File: config.mk
export PLATFORM = sky130hd
export DESIGN_NAME = cpu_mem_access
export DESIGN_NICKNAME = d
export VERILOG_FILES = /design/src/rtl/cpu_mem_access_pkg.sv /design/src/rtl/cpu_mem_lane.sv /design/src/rtl/cpu_mem_access.sv
export SDC_FILE = /design/constraint.sdc
export NUM_CORES = 1
export LEC_CHECK = 0
export BUFFER_PORTS_ARGS = -buffer_cell sky130_fd_sc_hd__buf_2
export CAP_MARGIN = 20
export CORE_ASPECT_RATIO = 1.1
export CORE_UTILIZATION = 49
export DETAILED_ROUTE_END_ITERATION = 8
export PLACE_DENSITY = 0.9
export SYNTH_ARGS = -nofsm -noshare
export SYNTH_HDL_FRONTEND = slang
export SYNTH_SLANG_ARGS = --single-unit
File: constraint.sdc
create_clock -name clk -period 3.1 [get_ports clk]
set_clock_uncertainty 0.15 [all_clocks]
set_input_delay 0.62 -clock clk [delete_from_list [all_inputs] [get_ports clk]]
set_output_delay 0.62 -clock clk [all_outputs]
set_load 0.02 [all_outputs]
File: src/rtl/cpu_mem_access_pkg.sv
// Shared codes for the CPU load/store bus stage: MIPS memory opcodes,
// the bus FSM state type, byte-lane enable constants and small opcode
// classification helpers used by the FSM and the lane steering logic.
package cpu_mem_access_pkg;

   // MIPS primary opcodes for the memory instructions handled by this stage
   typedef enum logic [5:0] {
      OP_LB  = 6'h20,
      OP_LH  = 6'h21,
      OP_LW  = 6'h23,
      OP_LBU = 6'h24,
      OP_LHU = 6'h25,
      OP_SB  = 6'h28,
      OP_SH  = 6'h29,
      OP_SW  = 6'h2B
   } opcode_t;

   typedef enum logic [1:0] {
      ST_IDLE,
      ST_READ,
      ST_WRITE,
      ST_DONE
   } mem_state_t;

   // Big-endian lane enables: bit 3 carries byte offset 0 (bits [31:24])
   localparam logic [3:0] BE_WORD    = 4'b1111;
   localparam logic [3:0] BE_HALF_HI = 4'b1100;
   localparam logic [3:0] BE_HALF_LO = 4'b0011;
   localparam logic [3:0] BE_BYTE0   = 4'b1000;

   function automatic logic is_load(opcode_t op);
      return op inside {OP_LB, OP_LBU, OP_LH, OP_LHU, OP_LW};
   endfunction

   function automatic logic is_store(opcode_t op);
      return op inside {OP_SB, OP_SH, OP_SW};
   endfunction

   function automatic logic is_half(opcode_t op);
      return op inside {OP_LH, OP_LHU, OP_SH};
   endfunction

   function automatic logic is_word(opcode_t op);
      return op inside {OP_LW, OP_SW};
   endfunction

   // Byte offset with the low bits forced to the access's natural alignment
   function automatic logic [1:0] aligned_offset(opcode_t op, logic [1:0] addr_lo);
      if (is_word(op))      return 2'b00;
      else if (is_half(op)) return {addr_lo[1], 1'b0};
      else                  return addr_lo;
   endfunction

   // True when a halfword/word access is not naturally aligned
   function automatic logic misaligned(opcode_t op, logic [1:0] addr_lo);
      return (is_half(op) && addr_lo[0]) || (is_word(op) && (addr_lo != 2'b00));
   endfunction

endpackage

File: src/rtl/cpu_mem_lane.sv
// Combinational byte-lane steering for the load/store stage: big-endian
// lane enables, store data replicated across lanes, and load data
// extraction with sign/zero extension.
module cpu_mem_lane
   import cpu_mem_access_pkg::*;
(
   input  opcode_t     opcode,
   input  logic [1:0]  offset,
   input  logic [31:0] store_data,
   input  logic [31:0] readdata,
   output logic [3:0]  byteenable,
   output logic [31:0] writedata,
   output logic [31:0] load_data
);

   logic [7:0]  rd_byte;
   logic [15:0] rd_half;

   // Offset 0 is the most significant byte, so shift right by (3 - offset) bytes
   assign rd_byte = 8'(readdata >> {~offset, 3'b000});
   assign rd_half = offset[1] ? readdata[15:0] : readdata[31:16];

   // Lane enables, store replication and load extension per opcode
   always_comb begin
      // NOTE: every output gets a default first so no path through the case infers a latch.
      byteenable = 4'b0000;
      writedata  = 32'h0;
      load_data  = 32'h0;
      case (opcode)
         OP_LB: begin
            byteenable = BE_BYTE0 >> offset;
            load_data  = {{24{rd_byte[7]}}, rd_byte};
         end
         OP_LBU: begin
            byteenable = BE_BYTE0 >> offset;
            load_data  = {24'h0, rd_byte};
         end
         OP_LH: begin
            byteenable = offset[1] ? BE_HALF_LO : BE_HALF_HI;
            load_data  = {{16{rd_half[15]}}, rd_half};
         end
         OP_LHU: begin
            byteenable = offset[1] ? BE_HALF_LO : BE_HALF_HI;
            load_data  = {16'h0, rd_half};
         end
         OP_LW: begin
            byteenable = BE_WORD;
            load_data  = readdata;
         end
         OP_SB: begin
            byteenable = BE_BYTE0 >> offset;
            writedata  = {4{store_data[7:0]}};
         end
         OP_SH: begin
            byteenable = offset[1] ? BE_HALF_LO : BE_HALF_HI;
            writedata  = {2{store_data[15:0]}};
         end
         OP_SW: begin
            byteenable = BE_WORD;
            writedata  = store_data;
         end
         default: begin
         end
      endcase
   end

endmodule

File: src/rtl/cpu_mem_access.sv
// Load/store bus stage: runs one Avalon-MM read or write per memory
// instruction, honours waitrequest stalls, and registers the extended load
// result for writeback. Optional watchdog via TIMEOUT_CYCLES (0 = off).
// Build option: define CPU_MEM_ALIGN_CHECK_EN to fault misaligned
// halfword/word accesses instead of masking the low address bits.
module cpu_mem_access
   import cpu_mem_access_pkg::*;
#(
   parameter int unsigned TIMEOUT_CYCLES = 0
) (
   input  logic        clk,
   input  logic        reset_ni,
   input  logic        start_i,
   input  opcode_t     opcode_i,
   input  logic [31:0] address_i,
   input  logic [31:0] store_data_i,
   output logic        busy_o,
   output logic        done_o,
   output logic        fault_o,
   output logic [31:0] load_data_o,
   output logic [31:0] avm_address_o,
   output logic        avm_read_o,
   output logic        avm_write_o,
   output logic [3:0]  avm_byteenable_o,
   output logic [31:0] avm_writedata_o,
   input  logic [31:0] avm_readdata_i,
   input  logic        avm_waitrequest_i
);

`ifdef CPU_MEM_ALIGN_CHECK_EN
   localparam bit ALIGN_CHECK = 1'b1;
`else
   localparam bit ALIGN_CHECK = 1'b0;
`endif

   mem_state_t  state;
   opcode_t     opcode_q;
   logic [1:0]  offset_q;
   logic [31:0] wait_cnt;

   opcode_t     lane_opcode;
   logic [1:0]  lane_offset;
   logic [3:0]  lane_be;
   logic [31:0] lane_wd;
   logic [31:0] lane_ld;
   logic        timeout_hit;

   // In IDLE the lanes see the incoming request so the bus outputs can be
   // registered at start; afterwards they see the captured request so the
   // read data is extracted with the right opcode/offset.
   assign lane_opcode = (state == ST_IDLE) ? opcode_i : opcode_q;
   assign lane_offset = (state == ST_IDLE) ? aligned_offset(opcode_i, address_i[1:0]) : offset_q;

   // This stall cycle is the TIMEOUT_CYCLES-th in a row
   assign timeout_hit = (TIMEOUT_CYCLES != 0) && (wait_cnt == TIMEOUT_CYCLES - 32'd1);

   cpu_mem_lane u_lane (
      .opcode     (lane_opcode),
      .offset     (lane_offset),
      .store_data (store_data_i),
      .readdata   (avm_readdata_i),
      .byteenable (lane_be),
      .writedata  (lane_wd),
      .load_data  (lane_ld)
   );

   // Bus FSM with capture registers, watchdog and registered outputs
   always_ff @(posedge clk or negedge reset_ni) begin
      // NOTE: state is updated with non-blocking assignments so every branch sees pre-edge values.
      if (!reset_ni) begin
         state            <= ST_IDLE;
         opcode_q         <= opcode_t'(6'h00);
         offset_q         <= 2'b00;
         wait_cnt         <= 32'h0;
         busy_o           <= 1'b0;
         done_o           <= 1'b0;
         fault_o          <= 1'b0;
         load_data_o      <= 32'h0;
         avm_address_o    <= 32'h0;
         avm_read_o       <= 1'b0;
         avm_write_o      <= 1'b0;
         avm_byteenable_o <= 4'b0000;
         avm_writedata_o  <= 32'h0;
      end else begin
         done_o  <= 1'b0;
         fault_o <= 1'b0;
         case (state)
            ST_IDLE: begin
               if (start_i) begin
                  opcode_q         <= opcode_i;
                  offset_q         <= aligned_offset(opcode_i, address_i[1:0]);
                  avm_address_o    <= {address_i[31:2], 2'b00};
                  avm_byteenable_o <= lane_be;
                  avm_writedata_o  <= lane_wd;
                  wait_cnt         <= 32'h0;
                  if (ALIGN_CHECK && misaligned(opcode_i, address_i[1:0])) begin
                     state   <= ST_DONE;
                     done_o  <= 1'b1;
                     fault_o <= 1'b1;
                  end else if (is_load(opcode_i)) begin
                     state      <= ST_READ;
                     avm_read_o <= 1'b1;
                     busy_o     <= 1'b1;
                  end else if (is_store(opcode_i)) begin
                     state       <= ST_WRITE;
                     avm_write_o <= 1'b1;
                     busy_o      <= 1'b1;
                  end else begin
                     state  <= ST_DONE;
                     done_o <= 1'b1;
                  end
               end
            end
            ST_READ, ST_WRITE: begin
               if (!avm_waitrequest_i) begin
                  if (state == ST_READ) load_data_o <= lane_ld;
                  state       <= ST_DONE;
                  done_o      <= 1'b1;
                  busy_o      <= 1'b0;
                  avm_read_o  <= 1'b0;
                  avm_write_o <= 1'b0;
               end else if (timeout_hit) begin
                  state       <= ST_DONE;
                  done_o      <= 1'b1;
                  fault_o     <= 1'b1;
                  busy_o      <= 1'b0;
                  avm_read_o  <= 1'b0;
                  avm_write_o <= 1'b0;
               end else begin
                  wait_cnt <= wait_cnt + 32'd1;
               end
            end
            ST_DONE: begin
               state <= ST_IDLE;
            end
            default: begin
               state <= ST_IDLE;
            end
         endcase
      end
   end

endmodule

==> results of run 1 <==
synth_stat cells (2+ instances only):
library cell	instances	area, sq um
nor4b_1	2	17.5
buf_1	2	7.51
and3b_1	2	17.5
nor2_1	13	48.8
a211o_1	2	17.5
mux2_2	41	462
inv_1	9	33.8
o211ai_1	3	22.5
nor3b_1	3	22.5
mux2i_1	10	100
nand2b_1	4	25.0
o21ai_1	12	60.1
buf_4	6	45.0
a21oi_1	29	145
buf_6	4	45.0
dfrtp_1	112	2800
and2_1	5	31.3
o221ai_1	10	87.6
a222oi_1	13	130
nand2_1	49	184
a22oi_1	38	285
nand3_1	3	15.0
ha_1	3	37.5
buf_2	5	25.0
o21ai_0	49	245
a22o_1	8	70.1
clkbuf_1	13	48.8
o21a_1	2	15.0
o221a_2	3	33.8
kinds of logic (layout without fill, tap and decap cells):
logic type,after synthesis,count (layout)
adders and majority gates,3,3
DFF,112,112
and+or+nand+nor,94,94
other,1,3
AOI/OAI and AO/OA,187,187
buffers and inverters,40,239
muxes,53,53
routing by layer:
layer	wire length (um)	track usage, %	vias to the layer above
met3	946	4.14	53
li1	-	-	2246
met1	6080	35.1	2400
met2	7840	44.5	259
met5	0	0	-
met4	565	13.9	0
worst paths after layout:
| check | from | to | slack, ns | cells past startpoint |
|---|---|---|---|---|
| min reg2reg | avm_writedata_o[26] | avm_writedata_o[26] | 0.33 | 2 |
| max | state[1] | load_data_o[2] | 0.29 | 7 |
| min | reset_ni | load_data_o[18] | 0.16 | 1 |
| max in group asynchronous | reset_ni | avm_writedata_o[4] | 1.83 | 2 |
| max reg2reg | state[1] | load_data_o[2] | 0.29 | 7 |
| min in group clk | avm_writedata_o[26] | avm_writedata_o[26] | 0.33 | 2 |
flip-flops by register name, indices dropped and copies added, names as in the netlist:
register	cells
avm_writedata_o	32
load_data_o	32
avm_address_o	30
opcode_q	6
avm_byteenable_o	4
offset_q	2
state	2
avm_read_o	1
avm_write_o	1
busy_o	1
done_o	1
where the power goes:
part	switching, mW	total [mW]	internal [mW]
clock network	0.544	1.18	0.637
logic	1.64	2.66	1.03
registers	0.264	2.17	1.90
total	2.44	6.01	3.57
area by class of cell:
class	instances	share of cell area (%)
sequential	112	40.6
tap	147	2.66
clock buffer	11	3.37
multi-input combinational	340	35.8
timing repair buffer	214	16.2
inverter	9	0.489
clock inverter	5	0.924
through the flow:
step	hold WS, ns	cell area [sq um]	util [%]	instances
2_1_floorplan	0.174	5480	-	492
3_3_place_gp	0.308	6610	60.6	822
3_5_place_dp	0.322	6610	60.6	822
4_1_cts	0.189	6900	63.3	838
5_1_grt	0.223	6910	63.3	838
6_report	0.164	6910	63.3	838
==> run_results.csv, run 1 <==
group,metric,value,unit
place,place.gp.congestion,0.900,
setup_path,start_kind,"flop",
sta,rsz0062_at_grt,"no",
setup_path,end_kind,"flop",
grt,grt_pass1_wl,24400,um
logic_synthesis,synth_cells,490,
grt,grt_usage,27.3,%
floorplanning,dieArea,11600,sq um
clocking,cts.path.max_buffers,2,
cells_and_area,layout-drive-gt1-share,42.4,%
power,power,6.01,mW
grt,overflow,0,
clocking,cts_hold_buf,0,
logic_synthesis,synth_area,5470,sq um
logic_synthesis,synth_edf_count,0,
power,ir_drop,0.554,mV
logic_synthesis,ys_seq_elements,112,
logic_synthesis,synthMuxAreaShare,10.8,%
logic_synthesis,post_synth_and_or_nand_nor_area_fraction,9.57,%
clocking,cts_max_level,3,
cells_and_area,layout.cells.most_common_list,"buf_2, dfrtp_1, o21ai_0, nand2_1, mux2_2",
place,post-place-ws,0.149,ns
cells_and_area,multiInputGateArea,2480,sq um
grt,grt_max_degree,82,
clocking,numClockSinks,112,
setup_path,crit_type,"reg2reg",
setup_path,path_buf_inv,1,
sta,finalSetupViolCount,0,
logic_synthesis,synthArstFlopShare,100,%
sta,tightestPinTransition,0.705,ns
drt,wl,15400,um
min_path,holdCritPathClass,"in2async",
drt,wl_per_cell,18.4,um
logic_synthesis,synth-compound-area-share,23.8,%
cells_and_area,seq_area,2800,sq um
clocking,cts_buffers,9,
cells_and_area,syn_to_final_growth,26.4,%
cells_and_area,nNetsFinal,795,
drt,drt_iter0_markers,486,
power,p_per_area,870,nW/um^2
setup_path,path_max_fanout,18,
drt,post-route-drc-count,0,
logic_synthesis,yosysWarnings,0,
logic_synthesis,synth_top_family_by_area,"compound AO/OA/AOI/OAI gates",
floorplanning,die_h,113,um
floorplanning,start_util,50.1,%
place,port_buffers,207,
setup_path,crit_family,"compound AO/OA/AOI/OAI gates",
sta,slew_viol_final,0,
logic_synthesis,synth_fa_ha_area_share,0.686,%
sta,finalSetupTns,0,ns
clocking,clkLatencyLatePin,0.35,ns
logic_synthesis,yosys.area_share.xor_xnor,0,%
clocking,post-cts-setup-buffer-count,0,
status,status,"complete, no violations",
drt,drtPass1Iterations,6,
drt,vias,4958,
sta,fin_ws,0.288,ns
grt,antenna_found_initial,0,
floorplanning,ios,211,
cells_and_area,n_antenna_cell,0,
power,leakagePower,3.39,nW
clocking,clk_pin_slew,0.07,ns
setup_path,critPathSlowestCell,"o21ai_4",
clocking,cts-resized-gates,0,
setup_path,cpPeakStageDelay,0.62,ns
logic_synthesis,avgSynthCellArea,11.2,sq um
setup_path,worstPathRequired,3.16,ns
floorplanning,design.core.area,10900,sq um
logic_synthesis,yosys.cell_types.count,64,
place,place_hpwl,11200,um
clocking,cts-root-buf,"clkbuf_16",
sta,clock.fmax,0.356,GHz
floorplanning,rows,40,
grt,grt_pass1_vias,4846,
sta,post-route-period-util,90.7,%
cells_and_area,nFillCells,895,
logic_synthesis,ys_seq_area_share,51.3,%
cells_and_area,final_common_cell,"buf_2",
clocking,tritoncts,"yes",
floorplanning,die_x,103,um
setup_path,path_cells,"inv_1 -> ha_2 -> nand4b_4 -> o21ai_4 -> mux2_2 -> a22oi_1 -> o221ai_1",
drt,avgViaCountPerCell,5.92,
setup_path,arrival,2.87,ns
job,maxCapViolCount,0,
drt,ant_nets,0,
logic_synthesis,synth_ff_type,"dfrtp_1",
sta,hold_violations,0,
sta,maxSlewHeadroom,53.0,%
sta,period_needed,2.81,ns
No activity file was read; power rests on OpenSTA's default activity.
==> inputs of run 2 (changes only) <==
==> constraint.sdc (replaced) <==
create_clock -name clk -period 2.7 [get_ports clk]
set_clock_uncertainty 0.15 [all_clocks]
set_input_delay 0.54 -clock clk [delete_from_list [all_inputs] [get_ports clk]]
set_output_delay 0.54 -clock clk [all_outputs]
set_load 0.02 [all_outputs]
==> run 2 against run 1 <==
Sequential share of layout area is 0.76 points lower. Worst hold slack lost 0.11 ns. Sequential power grew 15%. Worst setup slack worse by 0.099 ns. Core utilization up 1.2 points. Combinational power increased by 21%. Fmax increased by 12%. Clock power is 8% higher. Total power is 16% higher. Largest cell class unchanged. Highest routed layer unchanged.
==> run_results.csv, run 2 (synthesized netlist as in run 1, its figures left out) <==
group,metric,value,unit
setup_path,worstPathRequired,2.75,ns
cells_and_area,layout.cells.most_common_list,"buf_2, dfrtp_1, o21ai_0, nand2_1, mux2_2",
floorplanning,dieArea,11600,sq um
sta,rsz0062_at_grt,"no",
grt,grt_pass1_wl,25000,um
power,clockPowerShare,18.4,%
place,port_buffers,207,
clocking,cts-root-buf,"clkbuf_16",
grt,grt-busiest-layer,"met2",
drt,wl,15800,um
grt,gr-usage-met2,46.9,%
grt,antenna_found_initial,0,
drt,avgViaCountPerCell,5.96,
sta,tightestPinTransition,0.725,ns
power,pwr-share-seq,35.7,%
grt,grt_pass1_vias,5113,
floorplanning,die_h,113,um
setup_path,end_kind,"flop",
drt,wl_per_cell,18.5,um
sta,whs,0.0543,ns
drt,vias,5087,
power,p_per_area,992,nW/um^2
place,place.gp.congestion,0.868,
sta,post-route-period-util,93.0,%
clocking,clk_pin_slew,0.07,ns
cells_and_area,top_regs,"avm_writedata_o (32), load_data_o (32), avm_address_o (30)",
floorplanning,die_x,103,um
sta,finalSetupTns,0,ns
power,swShare,41.1,%
setup_path,start_kind,"flop",
setup_path,path_max_fanout,12,
cells_and_area,layout-drive-gt1-share,43.6,%
clocking,cts_buffers,9,
cells_and_area,multiInputGateArea,2470,sq um
setup_path,crit_type,"reg2reg",
grt,grt_max_degree,49,
drt,drtPass1Iterations,5,
cells_and_area,seq_area,2800,sq um
setup_path,arrival,2.56,ns
grt,overflow,0,
sta,slew_viol_final,0,
cells_and_area,n_antenna_cell,0,
floorplanning,design.core.area,10900,sq um
floorplanning,ios,211,
setup_path,critPathSlowestCell,"o21ai_4",
sta,maxSlewHeadroom,50.4,%
clocking,cts.path.max_buffers,2,
floorplanning,start_util,50.1,%
sta,period_needed,2.51,ns
floorplanning,rows,40,
drt,drt_iter0_markers,443,
clocking,tritoncts,"yes",
setup_path,path_cells,"inv_1 -> ha_2 -> nand4b_4 -> o21ai_4 -> mux2_2 -> a22oi_1 -> o221ai_1",
clocking,cts_hold_buf,0,
grt,grt_util_met1,34.7,%
cells_and_area,nFillCells,894,
clocking,cts_max_level,3,
cells_and_area,syn_to_final_growth,28.8,%
power,internal_power,4.12,mW
clocking,clkLatencyLatePin,0.35,ns
min_path,holdCritPathClass,"in2async",
place,place_hpwl,11600,um
status,status,"complete, no violations",
setup_path,cpPeakStageDelay,0.43,ns
cells_and_area,nNetsFinal,810,
clocking,numClockSinks,112,
cells_and_area,final_common_cell,"buf_2",
power,leakagePower,3.47,nW
power,p_sw,2.87,mW
sta,hold_violations,0,
grt,grt_usage,28.1,%
grt,met3_usage,4.69,%
sta,clock.fmax,0.398,GHz
drt,ant_nets,0,
drt,post-route-drc-count,0,
job,maxCapViolCount,0,
power,power_frac_comb,46.0,%
sta,finalSetupViolCount,0,
power,ir_drop,0.632,mV
## run 2: changes by cell type in the layout (fill, tap and decap cells not counted)
cell and delta:
buf_12 +3, nor2_2 -1, and2_2 -1, and2_4 +1, clkinvlp_4 +2, clkinv_4 -1
bufinv_16 -1, inv_8 +1, clkbuf_1 -1, buf_4 +12, nor2_1 +1
## run 2: timing repair
action	in CTS	in global routing
buffers inserted	0	2
setup endpoints to repair	3	20
resized for setup	1	2
pin swaps	0	1
## run 2: worst paths after layout
| check | depth (start not counted) | slack, ns | end | startpoint |
|---|---|---|---|---|
| max in group asynchronous | 2 | 1.72 | avm_address_o[30] | reset_ni |
| setup / recovery | 7 | 0.19 | load_data_o[4] | state[1] |
| setup reg to reg | 7 | 0.19 | load_data_o[4] | state[1] |
| hold / removal | 1 | 0.05 | load_data_o[3] | reset_ni |
| hold reg to reg | 2 | 0.33 | avm_byteenable_o[3] | avm_byteenable_o[3] |
| min in group clk | 2 | 0.26 | avm_address_o[27] | address_i[27] |
## run 2: stage by stage
| stage | util [%] | setup WS (ns) | cells | power [mW] | area, sq um |
|---|---|---|---|---|---|
| after floorplan | - | 0.436 | 492 | 4.61 | 5480 |
| after global placement | 61.7 | 0.212 | 835 | 5.53 | 6730 |
| after detailed placement | 61.7 | 0.0298 | 835 | 5.68 | 6730 |
| after CTS | 64.3 | 0.0421 | 851 | 6.96 | 7010 |
| after global routing | 64.5 | 0.0532 | 853 | 7.37 | 7040 |
| final | 64.5 | 0.188 | 853 | 6.99 | 7040 |
## run 2: final cells by class
cell class	count	share of cell area, %
multi-input cells	340	35.1
flip-flops and latches	112	39.8
repair buffers	229	18.0
inverters	9	0.480
clock inverters	6	0.729
clock buffers	10	3.25
well taps	147	2.61
## run 2: critical path: cells and delay by family, from the launching register on
family,cells,cell delay (ns)
AOI/OAI and AO/OA,3,0.81
muxes,1,0.42
DFF,1,0.39
adders and majority gates,1,0.27
and+or+nand+nor,1,0.21
buffers and inverters,1,0.10
## run 2: power by group through the flow
stage | logic, mW | registers [mW] | clock network [mW]
6_report | 3.21 | 2.49 | 1.28
5_1_grt | 3.46 | 2.55 | 1.37
4_1_cts | 3.18 | 2.48 | 1.30
3_5_place_dp | 3.16 | 2.52 | 0
3_3_place_gp | 3.05 | 2.47 | 0
2_1_floorplan | 1.60 | 3.01 | 0
## run 2: metal layers
| layer | routed length [um] | share of wire (%) | vias up |
|---|---|---|---|
| met5 | 0 | 0 | - |
| met4 | 501 | 3.2 | 0 |
| met3 | 868 | 5.5 | 59 |
| met2 | 8130 | 52 | 254 |
| met1 | 6260 | 40 | 2499 |
| li1 | - | - | 2275 |
==> inputs of run 3 (changes only) <==
--- a/config.mk
+++ b/config.mk
@@ -6,11 +6,12 @@
 export NUM_CORES = 1
 export LEC_CHECK = 0
 export BUFFER_PORTS_ARGS = -buffer_cell sky130_fd_sc_hd__buf_2
-export CAP_MARGIN = 20
+export CAP_MARGIN = 40
 export CORE_ASPECT_RATIO = 1.1
-export CORE_UTILIZATION = 49
+export CORE_UTILIZATION = 50
 export DETAILED_ROUTE_END_ITERATION = 8
-export PLACE_DENSITY = 0.9
+export PLACE_DENSITY = 0.91
 export SYNTH_ARGS = -nofsm -noshare
 export SYNTH_HDL_FRONTEND = slang
+export SYNTH_HIERARCHICAL = 1
 export SYNTH_SLANG_ARGS = --single-unit
==> run 3 against run 2 <==
Sequential power is 7% higher. Die area is 3.5% higher. Total power increased by 20%. Combinational power is 36% higher. Global-route usage fell by 1.9 points. Worst hold slack improved by 0.035 ns. Critical path type unchanged. Critical endpoint is now avm_writedata_o[23].
==> run_results.csv, run 3 <==
group,metric,value,unit
logic_synthesis,avgSynthCellArea,12.8,sq um
power,ir_drop,0.501,mV
cells_and_area,layout.cells.most_common_list,"buf_2, dfrtp_1, mux2_2, nand3_1, buf_4",
logic_synthesis,ys_seq_area_share,48.5,%
power,leakagePower,3.98,nW
sta,slew_viol_final,0,
grt,grt_pass1_vias,4929,
clocking,clk_pin_slew,0.07,ns
grt,grt_usage,26.2,%
logic_synthesis,synth_edf_count,0,
drt,post-route-drc-count,0,
clocking,cts.path.max_buffers,2,
sta,hold_violations,0,
grt,antenna_found_initial,0,
clocking,tritoncts,"yes",
setup_path,worstPathRequired,2.77,ns
setup_path,arrival,2.72,ns
setup_path,crit_type,"reg2reg",
floorplanning,start_util,52.0,%
sta,finalSetupTns,0,ns
drt,ant_nets,0,
logic_synthesis,synth_area_leader_cell,"dfrtp_1",
drt,wl,15500,um
sta,fin_ws,0.0473,ns
clocking,cts_buffers,9,
clocking,cts_max_level,3,
clocking,cts_hold_buf,0,
job,maxCapViolCount,0,
logic_synthesis,synth_ff_type,"dfrtp_1",
cells_and_area,layout-drive-gt1-share,57.7,%
logic_synthesis,synth_cells,451,
cells_and_area,syn_to_final_growth,30.5,%
logic_synthesis,synthTopCellsByArea,"dfrtp_1, mux2_2, mux4_2",
floorplanning,die_x,105,um
sta,clock.fmax,0.377,GHz
status,status,"complete, no violations",
grt,overflow,0,
setup_path,r2r-start,"state[1]",
floorplanning,dieArea,12000,sq um
floorplanning,die_h,115,um
sta,tightestPinTransition,0.713,ns
floorplanning,design.core.area,11100,sq um
place,port_buffers,207,
sta,post-route-period-util,98.2,%
logic_synthesis,synth_area,5780,sq um
power,p_per_area,1110,nW/um^2
cells_and_area,final_common_cell,"buf_2",
place,post-place-ws,-0.348,ns
drt,wl_per_cell,18.8,um
place,place_hpwl,11800,um
sta,period_needed,2.65,ns
clocking,cts-root-buf,"clkbuf_16",
drt,vias,4698,
place,place.gp.congestion,0.978,
logic_synthesis,synth_top_area_share,48.5,%
logic_synthesis,ys_top_cells_by_count,"dfrtp_1, mux2_2, nand3_1",
clocking,numClockSinks,112,
grt,grt_pass1_wl,24500,um
cells_and_area,top_regs,"avm_writedata_o (32), load_data_o (32), avm_address_o (30)",
min_path,holdCritPathClass,"in2async",
floorplanning,rows,40,
clocking,clkLatencyLatePin,0.34,ns
sta,whs,0.0896,ns
sta,finalSetupViolCount,0,
logic_synthesis,synth_most_common_cell,"dfrtp_1",
cells_and_area,nNetsFinal,782,
place,place_area,7190,sq um
setup_path,critPathLaunch,"state[1]",
logic_synthesis,synthArstFlopShare,100,%
drt,drtPass1Iterations,4,
logic_synthesis,yosys.cell_types.count,51,
drt,drt_iter0_markers,329,
cells_and_area,n_antenna_cell,0,
setup_path,end_kind,"flop",
logic_synthesis,ys_seq_elements,112,
setup_path,start_kind,"flop",
power,power,8.37,mW
cells_and_area,design_area,7540,sq um
setup_path,path_max_fanout,16,
floorplanning,ios,211,
logic_synthesis,yosysWarnings,6,
sta,maxSlewHeadroom,52.5,%
drt,avgViaCountPerCell,5.69,
grt,grt_max_degree,55,
[run 3: path summary, 6_finish.rpt]
path	slack [ns]	cells after the start	end
max	0.05	9	avm_writedata_o[23]
min	0.09	1	load_data_o[25]
max in group asynchronous	1.59	2	avm_writedata_o[16]
min in group clk	0.28	2	avm_address_o[25]
max reg2reg	0.05	9	avm_writedata_o[23]
min reg2reg	0.34	1	load_data_o[22]
[run 3: what timing repair did]
item,CTS,global route
setup buffers,1,0
gates resized for setup,3,3
setup endpoints to repair,16,4
pin swaps,2,1
[run 3: per-layer routing]
layer  up-vias  wire length (um)  GRT usage, %
met4         0               444          13.1
met3        39              1120          4.71
met2       258              7990          46.0
li1       2114                 -             -
met5         -                 0             0
met1      2287              5940          31.1
[run 3: power breakdown]
group	leakage, nW	total, mW	internal [mW]	switching [mW]
combinational	2.37	4.35	1.95	2.40
sequential	1.47	2.67	2.33	0.338
clock	0.144	1.35	0.730	0.615
total	3.98	8.37	5.02	3.35
[run 3: area by class of cell]
class	instances	area, sq um
fill	797	3570
multi-input combinational	297	2810
sequential	112	2800
timing repair buffer	246	1420
clock buffer	9	225
tap	147	184
clock inverter	7	78.8
inverter	7	28.8
[run 3: cell families after synthesis]
group                    Yosys count  synth area share, %
AO/OA/AOI/OAI                     68                 9.57
adder cells (fa/ha/maj)            3                0.650
buffers and inverters             44                 4.14
flip-flops                       112                 48.5
multiplexers                     128                 27.0
other                              1               0.0649
AND/OR/NAND/NOR                   95                 10.1
[run 3: metrics by stage]
stage | instances | utilization, %
detailed placement | 808 | 64.7
CTS | 825 | 67.7
global route | 825 | 67.9
global placement | 807 | 64.7
floorplan | 453 | -
finish | 825 | 67.9
[run 3: worst max-delay path, cell delays in order (launching register included)]
cell and delay [ns]:
dfrtp_1 0.40, inv_2 0.08, ha_4 0.21, mux2_2 0.37
buf_4 0.21, and3b_1 0.21, and3_1 0.21, buf_12 0.16
a22o_1 0.23, mux2_1 0.29
